==> config.mk <==
export PLATFORM = sky130hd
export DESIGN_NAME = serial_cpl_port
export DESIGN_NICKNAME = d
export VERILOG_FILES = /design/src/rtl/serial_cpl_port.sv
export SDC_FILE = /design/constraint.sdc
export NUM_CORES = 1
export LEC_CHECK = 0
export CAP_MARGIN = 15
export CORE_MARGIN = 2
export CORE_UTILIZATION = 55
export CTS_CLUSTER_SIZE = 24
export DETAILED_ROUTE_END_ITERATION = 6
export PLACE_DENSITY = 0.88
export SYNTH_ARGS = -nofsm -noshare
export SYNTH_HDL_FRONTEND = slang
export SYNTH_SLANG_ARGS = --single-unit
==> constraint.sdc <==
create_clock -name t_clk -period 7.75 [get_ports t_clk]
set_clock_uncertainty 0.15 [all_clocks]
set_input_delay 1.1625 -clock t_clk [delete_from_list [all_inputs] [get_ports t_clk]]
set_output_delay 1.1625 -clock t_clk [all_outputs]
set_load 0.01 [all_outputs]
==> src/rtl/serial_cpl_port.sv <==
// -----------------------------------------------------------------------------
// serial_cpl_port
//
// Word-level front end for the bit-serial two's-complement unit. Parallel
// words arrive over a valid/ready handshake and leave LSB-first on so_i, with
// a word-start marker on so_r that is high only alongside bit 0. The serial
// result returned on si_y is reassembled into a parallel word and compared
// against the arithmetic negation of the word that was sent.
//
// Parameters
//   W      word width in bits (2..32)
//   Y_LAT  cycles from so_i to the matching si_y (0..3)
//
// Ports
//   t_clk      in   1  clock, rising edge
//   r          in   1  synchronous active-high reset
//   in_valid   in   1  in_data valid
//   in_ready   out  1  port can accept a word
//   in_data    in   W  word to serialize
//   so_i       out  1  serial bit to complementer, LSB first
//   so_r       out  1  word-start marker, high with bit 0 only
//   si_y       in   1  serial bit returned by complementer
//   out_valid  out  1  one-cycle pulse, out_data/chk_err valid
//   out_data   out  W  reassembled returned word (held between pulses)
//   chk_err    out  1  with out_valid: out_data differs from negated word
//   err_cnt    out  8  saturating count of chk_err pulses
// -----------------------------------------------------------------------------
module serial_cpl_port #(
   parameter int W     = 12,
   parameter int Y_LAT = 0
) (
   input  logic         t_clk,
   input  logic         r,
   input  logic         in_valid,
   output logic         in_ready,
   input  logic [W-1:0] in_data,
   output logic         so_i,
   output logic         so_r,
   input  logic         si_y,
   output logic         out_valid,
   output logic [W-1:0] out_data,
   output logic         chk_err,
   output logic [7:0]   err_cnt
);

   localparam int            CW       = $clog2(W);
   localparam logic [CW-1:0] CNT_LAST = CW'(W - 1);

   typedef enum logic [0:0] {
      ST_IDLE  = 1'b0,
      ST_SHIFT = 1'b1
   } tx_state_e;

   // Two's-complement negation modulo 2^W.
   function automatic logic [W-1:0] negate(input logic [W-1:0] v);
      return ~v + W'(1);
   endfunction

   // Transmit side state
   tx_state_e     state_q, state_d;
   logic [CW-1:0] cnt_q, cnt_d;
   logic [W-1:0]  shreg_q, shreg_d;
   logic [W-1:0]  hold_q, hold_d;
   logic          hold_full_q, hold_full_d;
   logic [W-1:0]  exp_tx_q, exp_tx_d;
   logic [W-1:0]  exp_rx_q, exp_rx_d;
   logic          so_i_q, so_i_d;
   logic          so_r_q, so_r_d;

   // Capture side state
   logic [W-1:0]  rx_q, rx_d;
   logic          out_valid_q, out_valid_d;
   logic [W-1:0]  out_data_q, out_data_d;
   logic          chk_err_q, chk_err_d;
   logic [7:0]    err_cnt_q, err_cnt_d;

   logic          accept_s;
   logic [1:0]    tag_s;    // {bit_valid, last} for the bit on so_i this cycle
   logic [1:0]    dtag_s;   // same tag, aligned with si_y

   assign in_ready = !r && !hold_full_q;
   assign accept_s = in_valid && in_ready;

   assign so_i      = so_i_q;
   assign so_r      = so_r_q;
   assign out_valid = out_valid_q;
   assign out_data  = out_data_q;
   assign chk_err   = chk_err_q;
   assign err_cnt   = err_cnt_q;

   // Transmit FSM: shifter/hold management, expected-value tracking, serial outputs.
   always_comb begin
      state_d     = state_q;
      cnt_d       = cnt_q;
      shreg_d     = shreg_q;
      hold_d      = hold_q;
      hold_full_d = hold_full_q;
      exp_tx_d    = exp_tx_q;
      exp_rx_d    = exp_rx_q;
      so_i_d      = 1'b0;
      so_r_d      = 1'b0;

      case (state_q)
         ST_IDLE: begin
            if (hold_full_q) begin
               state_d     = ST_SHIFT;
               cnt_d       = '0;
               shreg_d     = hold_q;
               exp_tx_d    = negate(hold_q);
               hold_full_d = 1'b0;
            end else if (accept_s) begin
               state_d  = ST_SHIFT;
               cnt_d    = '0;
               shreg_d  = in_data;
               exp_tx_d = negate(in_data);
            end else begin
               state_d = ST_IDLE;
            end
         end
         ST_SHIFT: begin
            if (cnt_q == CNT_LAST) begin
               // Expected value follows the finishing word to the capture side
               // before exp_tx is overwritten by the next load.
               exp_rx_d = exp_tx_q;
               if (hold_full_q) begin
                  cnt_d       = '0;
                  shreg_d     = hold_q;
                  exp_tx_d    = negate(hold_q);
                  hold_full_d = 1'b0;
                  if (accept_s) begin
                     hold_d      = in_data;
                     hold_full_d = 1'b1;
                  end else begin
                     hold_d = hold_q;
                  end
               end else if (accept_s) begin
                  cnt_d    = '0;
                  shreg_d  = in_data;
                  exp_tx_d = negate(in_data);
               end else begin
                  state_d = ST_IDLE;
                  cnt_d   = '0;
               end
            end else begin
               shreg_d = shreg_q >> 1;
               cnt_d   = cnt_q + CW'(1);
               if (accept_s) begin
                  hold_d      = in_data;
                  hold_full_d = 1'b1;
               end else begin
                  hold_d = hold_q;
               end
            end
         end
         default: begin
            state_d     = ST_IDLE;
            cnt_d       = '0;
            hold_full_d = 1'b0;
         end
      endcase

      // Serial outputs are registered, so they are derived from next state.
      if (state_d == ST_SHIFT) begin
         so_i_d = shreg_d[0];
         so_r_d = (cnt_d == '0);
      end else begin
         so_i_d = 1'b0;
         so_r_d = 1'b0;
      end
   end

   // Transmit side registers.
   always_ff @(posedge t_clk) begin
      if (r) begin
         state_q     <= ST_IDLE;
         cnt_q       <= '0;
         shreg_q     <= '0;
         hold_q      <= '0;
         hold_full_q <= 1'b0;
         exp_tx_q    <= '0;
         exp_rx_q    <= '0;
         so_i_q      <= 1'b0;
         so_r_q      <= 1'b0;
      end else begin
         state_q     <= state_d;
         cnt_q       <= cnt_d;
         shreg_q     <= shreg_d;
         hold_q      <= hold_d;
         hold_full_q <= hold_full_d;
         exp_tx_q    <= exp_tx_d;
         exp_rx_q    <= exp_rx_d;
         so_i_q      <= so_i_d;
         so_r_q      <= so_r_d;
      end
   end

   // The tag describes the bit currently on so_i; it is delayed to meet si_y.
   assign tag_s = {state_q == ST_SHIFT, cnt_q == CNT_LAST};

   if (Y_LAT == 0) begin : g_no_dly
      assign dtag_s = tag_s;
   end else begin : g_dly
      localparam int TW = 2 * Y_LAT;
      logic [TW-1:0] tag_pipe_q, tag_pipe_d;

      // Tag delay line, newest tag enters at the low end.
      always_comb begin
         tag_pipe_d = (tag_pipe_q << 2) | TW'(tag_s);
      end

      // Tag delay line registers; reset drops tags of any aborted word.
      always_ff @(posedge t_clk) begin
         if (r) begin
            tag_pipe_q <= '0;
         end else begin
            tag_pipe_q <= tag_pipe_d;
         end
      end

      assign dtag_s = tag_pipe_q[TW-1 -: 2];
   end

   // Capture side: reassemble returned bits, check and count errors.
   always_comb begin
      rx_d        = rx_q;
      out_valid_d = 1'b0;
      out_data_d  = out_data_q;
      chk_err_d   = 1'b0;
      err_cnt_d   = err_cnt_q;

      if (dtag_s[1]) begin
         // LSB arrives first, so bits enter at the MSB and move down.
         rx_d = {si_y, rx_q[W-1:1]};
         if (dtag_s[0]) begin
            out_valid_d = 1'b1;
            out_data_d  = rx_d;
            // With Y_LAT=0 exp_rx is being loaded on this very edge, hence _d.
            chk_err_d   = (rx_d != exp_rx_d);
            if (chk_err_d && (err_cnt_q != 8'hFF)) begin
               err_cnt_d = err_cnt_q + 8'd1;
            end else begin
               err_cnt_d = err_cnt_q;
            end
         end else begin
            out_valid_d = 1'b0;
         end
      end else begin
         rx_d = rx_q;
      end
   end

   // Capture side registers.
   always_ff @(posedge t_clk) begin
      if (r) begin
         rx_q        <= '0;
         out_valid_q <= 1'b0;
         out_data_q  <= '0;
         chk_err_q   <= 1'b0;
         err_cnt_q   <= 8'd0;
      end else begin
         rx_q        <= rx_d;
         out_valid_q <= out_valid_d;
         out_data_q  <= out_data_d;
         chk_err_q   <= chk_err_d;
         err_cnt_q   <= err_cnt_d;
      end
   end

endmodule

# Word-level counts from Yosys, hierarchy flattened
# Cells that the tools add are included.
[word_totals]
output_inout_bits = 25
regBits = 90
[classes]
n_reduce_logical = 12
addsub = 4
mux = 26
eq_ne = 6
bitwise_logic = 5
[ops]
columns = ["cell", "n"]
rows = [
  ["$mux W12", 11],
  ["$pmux W12 S2", 2],
  ["$add A12 B1 Y12 const B", 2],
  ["$not A12 Y12", 2],
  ["$mux W4", 3],
  ["$ne A12 B12 Y1", 1],
  ["$add A8 B1 Y8 const B", 1],
  ["$ne A8 B8 Y1 const B", 1],
  ["$pmux W4 S2", 1],
  ["$mux W1", 7],
  ["$add A4 B1 Y4 const B", 1],
  ["$eq A4 B4 Y1 const B", 1],
  ["$logic_not A4 Y1", 1],
  ["$pmux W1 S2", 2],
  ["$reduce_and A2 Y1", 2],
  ["$reduce_or A2 Y1", 2],
  ["$logic_and A1 B1 Y1", 3],
  ["$ne A3 B1 Y1 const B", 1],
  ["$not A1 Y1", 3],
  ["$reduce_and A3 Y1", 1],
  ["$reduce_or A3 Y1", 1],
  ["$logic_not A1 Y1", 2],
  ["$ne A2 B1 Y1 const B", 1],
  ["$ne A2 B2 Y1 const B", 1],
]

# Depth between registers and ports, before layout
[depth]
depth_word = 9
depth_mapped = 12

# Least setup slack after synthesis
# No wires, ideal clock.
[synth_path]
path_type = "register to register"
start = "register hold_full_q"
end = "register exp_tx_q[10]"
stages_incl_launch_ff = 13
setup_time_ns = 0.086
synth_period_minus_slack_ns = 2.862
required_ns = 7.514
slack_ns = 4.888
arrival_time_ns = 2.627
path_cell_list = "dfxtp_1 -> clkbuf_1 -> buf_2 -> clkbuf_1 -> clkbuf_1 -> mux2i_1 -> ha_1 -> nand3_1 -> nor2_1 -> and3_1 -> nand3_1 -> xor2_1 -> a211oi_1"
[synth_via]
elab_chain_cells = 7
[synth_lines]
columns = ["item", "line", "source"]
rows = [
  ["from (decl)", "64", "logic hold_full_q, hold_full_d;"],
  ["from (signal assigned)", "189", "hold_full_q <= hold_full_d;"],
  ["$logic_not A1 Y1", "81", "assign in_ready = !r && !hold_full_q;"],
  ["$logic_and A1 B1 Y1", "81", ""],
  ["$logic_and A1 B1 Y1", "82", "assign accept_s = in_valid && in_ready;"],
  ["$mux W12", "n/a", ""],
  ["$mux W12 *", "105, 125", ""],
  ["$mux W12", "121", "if (cnt_q == CNT_LAST) begin"],
  ["$pmux W12 S2 *", "103", "case (state_q)"],
  ["to (signal assigned)", "190", "exp_tx_q <= exp_tx_d;"],
  ["to (decl)", "65", "logic [W-1:0] exp_tx_q, exp_tx_d;"],
]
# Every way passes the cells marked *; elsewhere a longest branch is shown, timed or not. The select of a mux whose other input is x is not followed.
# A chain may end at the register's enable or synchronous reset.

# Worst setup path after layout
[layout_path]
start = "input port r"
end = "output port in_ready"
[layout_via]
elab_chain_cells = 2
[layout_lines]
columns = ["item", "line", "source"]
rows = [
  ["from (decl)", "33", "input logic r,"],
  ["$logic_not A1 Y1", "81", ""],
  ["$logic_and A1 B1 Y1", "81", ""],
  ["to (decl)", "35", "output logic in_ready,"],
]
# Every way passes these cells.

==> impl_metrics.env <==
export IMPL_status="completed"
export IMPL_worst_setup_path_end_kind="output port"
export IMPL_synth_edf_count=0
export IMPL_setup_tns_ns=0
export IMPL_layout_nets=522
export IMPL_crit_fanout=86
export IMPL_p_leak_nw=1.65
export IMPL_slew_headroom=0.343
export IMPL_rsz0062_at_grt="no"
export IMPL_dpl_cell_count=590
export IMPL_yosys_warnings=0
export IMPL_grt_ovfl_total=0
export IMPL_antenna_found_initial=0
export IMPL_worstPathRequired_ns=6.44
export IMPL_synth_area_leaders="dfxtp_1 44%, mux2i_1 11%, nand2_1 7.8%, a21oi_1 5.9%, nor2_1 4.1%"
export IMPL_ctsResizeCount=0
export IMPL_hold_violations=0
export IMPL_ys_dominant_reg_cell="dfxtp_1"
export IMPL_fin_cells=607
export IMPL_ir_drop_uv=142
export IMPL_via_per_inst=5.47
export IMPL_numCtsBuffers=9
export IMPL_die_area_mm2=0.00807
export IMPL_wl_per_cell_um=12.9
export IMPL_worst_pin_slew_ns=0.984
export IMPL_crit_chain="buf_2, buf_4, nor2_1, clkdlybuf4s50_1"
export IMPL_grt_max_degree=87
export IMPL_cts_sinks=89
export IMPL_synth_seq_cells=89
export IMPL_start_util=0.564
export IMPL_cts_root_buf="clkbuf_8"
export IMPL_grt_pass1_wl_um=13500
export IMPL_syn_nets=499
export IMPL_holdPathStages=2
export IMPL_antenna_diode_count=0
export IMPL_max_freq_mhz=262
export IMPL_insertion_delay_ns=0.36
export IMPL_ys_types=47
export IMPL_drive_above_1_share=0.0571
export IMPL_syn2layout_area_growth_pct=14.8
export IMPL_cp_start_kind="primary input"
export IMPL_chipWidth_um=89.8
export IMPL_core_area_mm2=0.00718
export IMPL_cap_violations=0
export IMPL_syn_area_mm2=0.00405
export IMPL_routed_wl_um=7860
export IMPL_syn_avg_cell_area_um2=8.44
export IMPL_seq_area_frac_synth=0.440
export IMPL_drcViolationCount=0
export IMPL_yosysTopAreaCell="dfxtp_1"
export IMPL_clock_path_buffers=2
export IMPL_powerDensity_mw_per_mm2=187
export IMPL_num_vias=3321
export IMPL_cts_tree="done"
export IMPL_max_stage_delay_ns=0.63
export IMPL_netlist_area_leader_share=0.440
export IMPL_async_flop_share=0
export IMPL_io_buffers=40
export IMPL_h_tree_depth=3
export IMPL_dp_hpwl_um=5360
export IMPL_cp_slowest_cell="buf_4"
export IMPL_reg2reg_depth=7
export IMPL_drtAntennaViolNets=0
export IMPL_drt_iter0_drc=207
export IMPL_period_minus_slack_ns=3.82
export IMPL_die_y_um=89.8
export IMPL_ios=41
export IMPL_drt_pass1_iterations=5
export IMPL_worst_ep_arrival_time_ns=2.51
export IMPL_setup_viol=0
export IMPL_total_power_w=0.000867
export IMPL_routabilityCongestion=0.837
export IMPL_std_cell_rows=31
export IMPL_final_max_slew_viol_count=0
export IMPL_min_path_type="flip-flop to flip-flop"
export IMPL_grt_use_total=0.199
export IMPL_cts_setup_buffers=0
export IMPL_synthCells=480
export IMPL_post_route_period_util=0.493
export IMPL_crit_type="primary input to output port"
export IMPL_cts_hold_fix_buffers=0
export IMPL_clkTransAtPathRegs_ns=0.09
export IMPL_grt_pass1_vias=3011
cell type report:
class,count,area [um2]
clock buffers,10,128
well taps,99,124
repair buffers,44,425
multi-input cells,355,2110
fillers,570,2530
inverters,4,15.0
flip-flops and latches,89,1780
clock inverters,6,68.8
synthesized netlist by cell type (3+ instances only):
| cell type | n |
|---|---|
| a211oi_1 | 11 |
| a21oi_1 | 48 |
| a31oi_1 | 3 |
| and2_1 | 5 |
| and3_1 | 4 |
| buf_2 | 4 |
| clkbuf_1 | 23 |
| dfxtp_1 | 89 |
| ha_1 | 3 |
| inv_1 | 4 |
| mux2i_1 | 44 |
| nand2_1 | 84 |
| nand2b_1 | 9 |
| nand3_1 | 18 |
| nand3b_1 | 3 |
| nand4_1 | 5 |
| nor2_1 | 44 |
| nor3_1 | 7 |
| o21a_1 | 3 |
| o21ai_0 | 19 |
| or2_2 | 3 |
| or3_1 | 3 |
| xnor2_1 | 5 |
| xor2_1 | 11 |
where the power goes:
part	switching (W)	total (W)	internal, W
sequential	0.0000117	0.000481	0.000469
clock	0.000161	0.000311	0.000149
combinational	0.0000426	0.0000752	0.0000326
total	0.000216	0.000867	0.000651
registers in the layout (all words and copies together) (netlist names):
name / cells
hold_q: 12
cnt_q: 4
so_i: 1
shreg_q: 12
exp_rx_q: 12
chk_err: 1
rx_q: 11
hold_full_q: 1
out_data: 12
err_cnt: 8
state_q: 1
so_r: 1
out_valid: 1
exp_tx_q: 12
metal layers:
metal	share of wire	routed length (um)	global-route usage
met5	0	0	0
met4	0.013	101	0.0641
met3	0.051	399	0.0545
met2	0.48	3790	0.340
met1	0.45	3560	0.246
cells by family (layout without fill, tap and decap cells):
logic type / after synthesis / in the layout / synth area share
XOR/XNOR: 16 / 16 / 0.0346
multiplexers: 47 / 47 / 0.118
AND/OR/NAND/NOR: 194 / 194 / 0.222
flip-flops: 89 / 89 / 0.440
AO/OA/AOI/OAI: 95 / 95 / 0.136
adder cells (fa/ha/maj): 3 / 3 / 0.00927
buffers and inverters: 36 / 64 / 0.0402
cells in the final DEF (no fill, tap or decap), types with 2 or more instances in the layout:
cell	n
nor2_1	44
o2111ai_1	2
dfxtp_1	89
clkbuf_8	9
xor2_1	11
and3_1	4
o21a_1	3
a211oi_1	11
and4b_1	2
clkinvlp_4	4
nand4_1	5
or2_2	3
inv_1	4
or3_1	3
nor3b_1	2
nand2_1	84
clkdlybuf4s50_1	39
and2_1	5
xnor2_1	5
mux2_2	2
nand3b_1	3
nor3_1	7
a31oi_1	3
o21ai_0	19
ha_1	3
buf_4	4
a21oi_1	48
nand3_1	18
mux2i_1	44
nand2b_1	9
worst paths after layout:
kind / endpoint / slack (ns) / start
worst max-delay path: in_ready / 3.93 / r
worst min-delay path: out_data[3] / 0.31 / out_data[3]
worst max register to register: err_cnt[2] / 3.95 / state_q
worst min register to register: out_data[3] / 0.31 / out_data[3]
through the flow:
stage	hold WS, ns	worst slack [ns]	util	instance area [um2]
2_1_floorplan	0.281	4.89	-	4050
3_3_place_gp	0.289	3.81	0.619	4440
3_5_place_dp	0.295	3.68	0.619	4440
4_1_cts	0.307	3.90	0.647	4640
5_1_grt	0.320	3.65	0.648	4650
6_report	0.309	3.93	0.648	4650
critical path, delay by kind of cell:
kind / cells / cell delay [ns]
buffers and inverters: 3 / 1.22
and+or+nand+nor: 1 / 0.12
(Power assumes the default switching activity.)
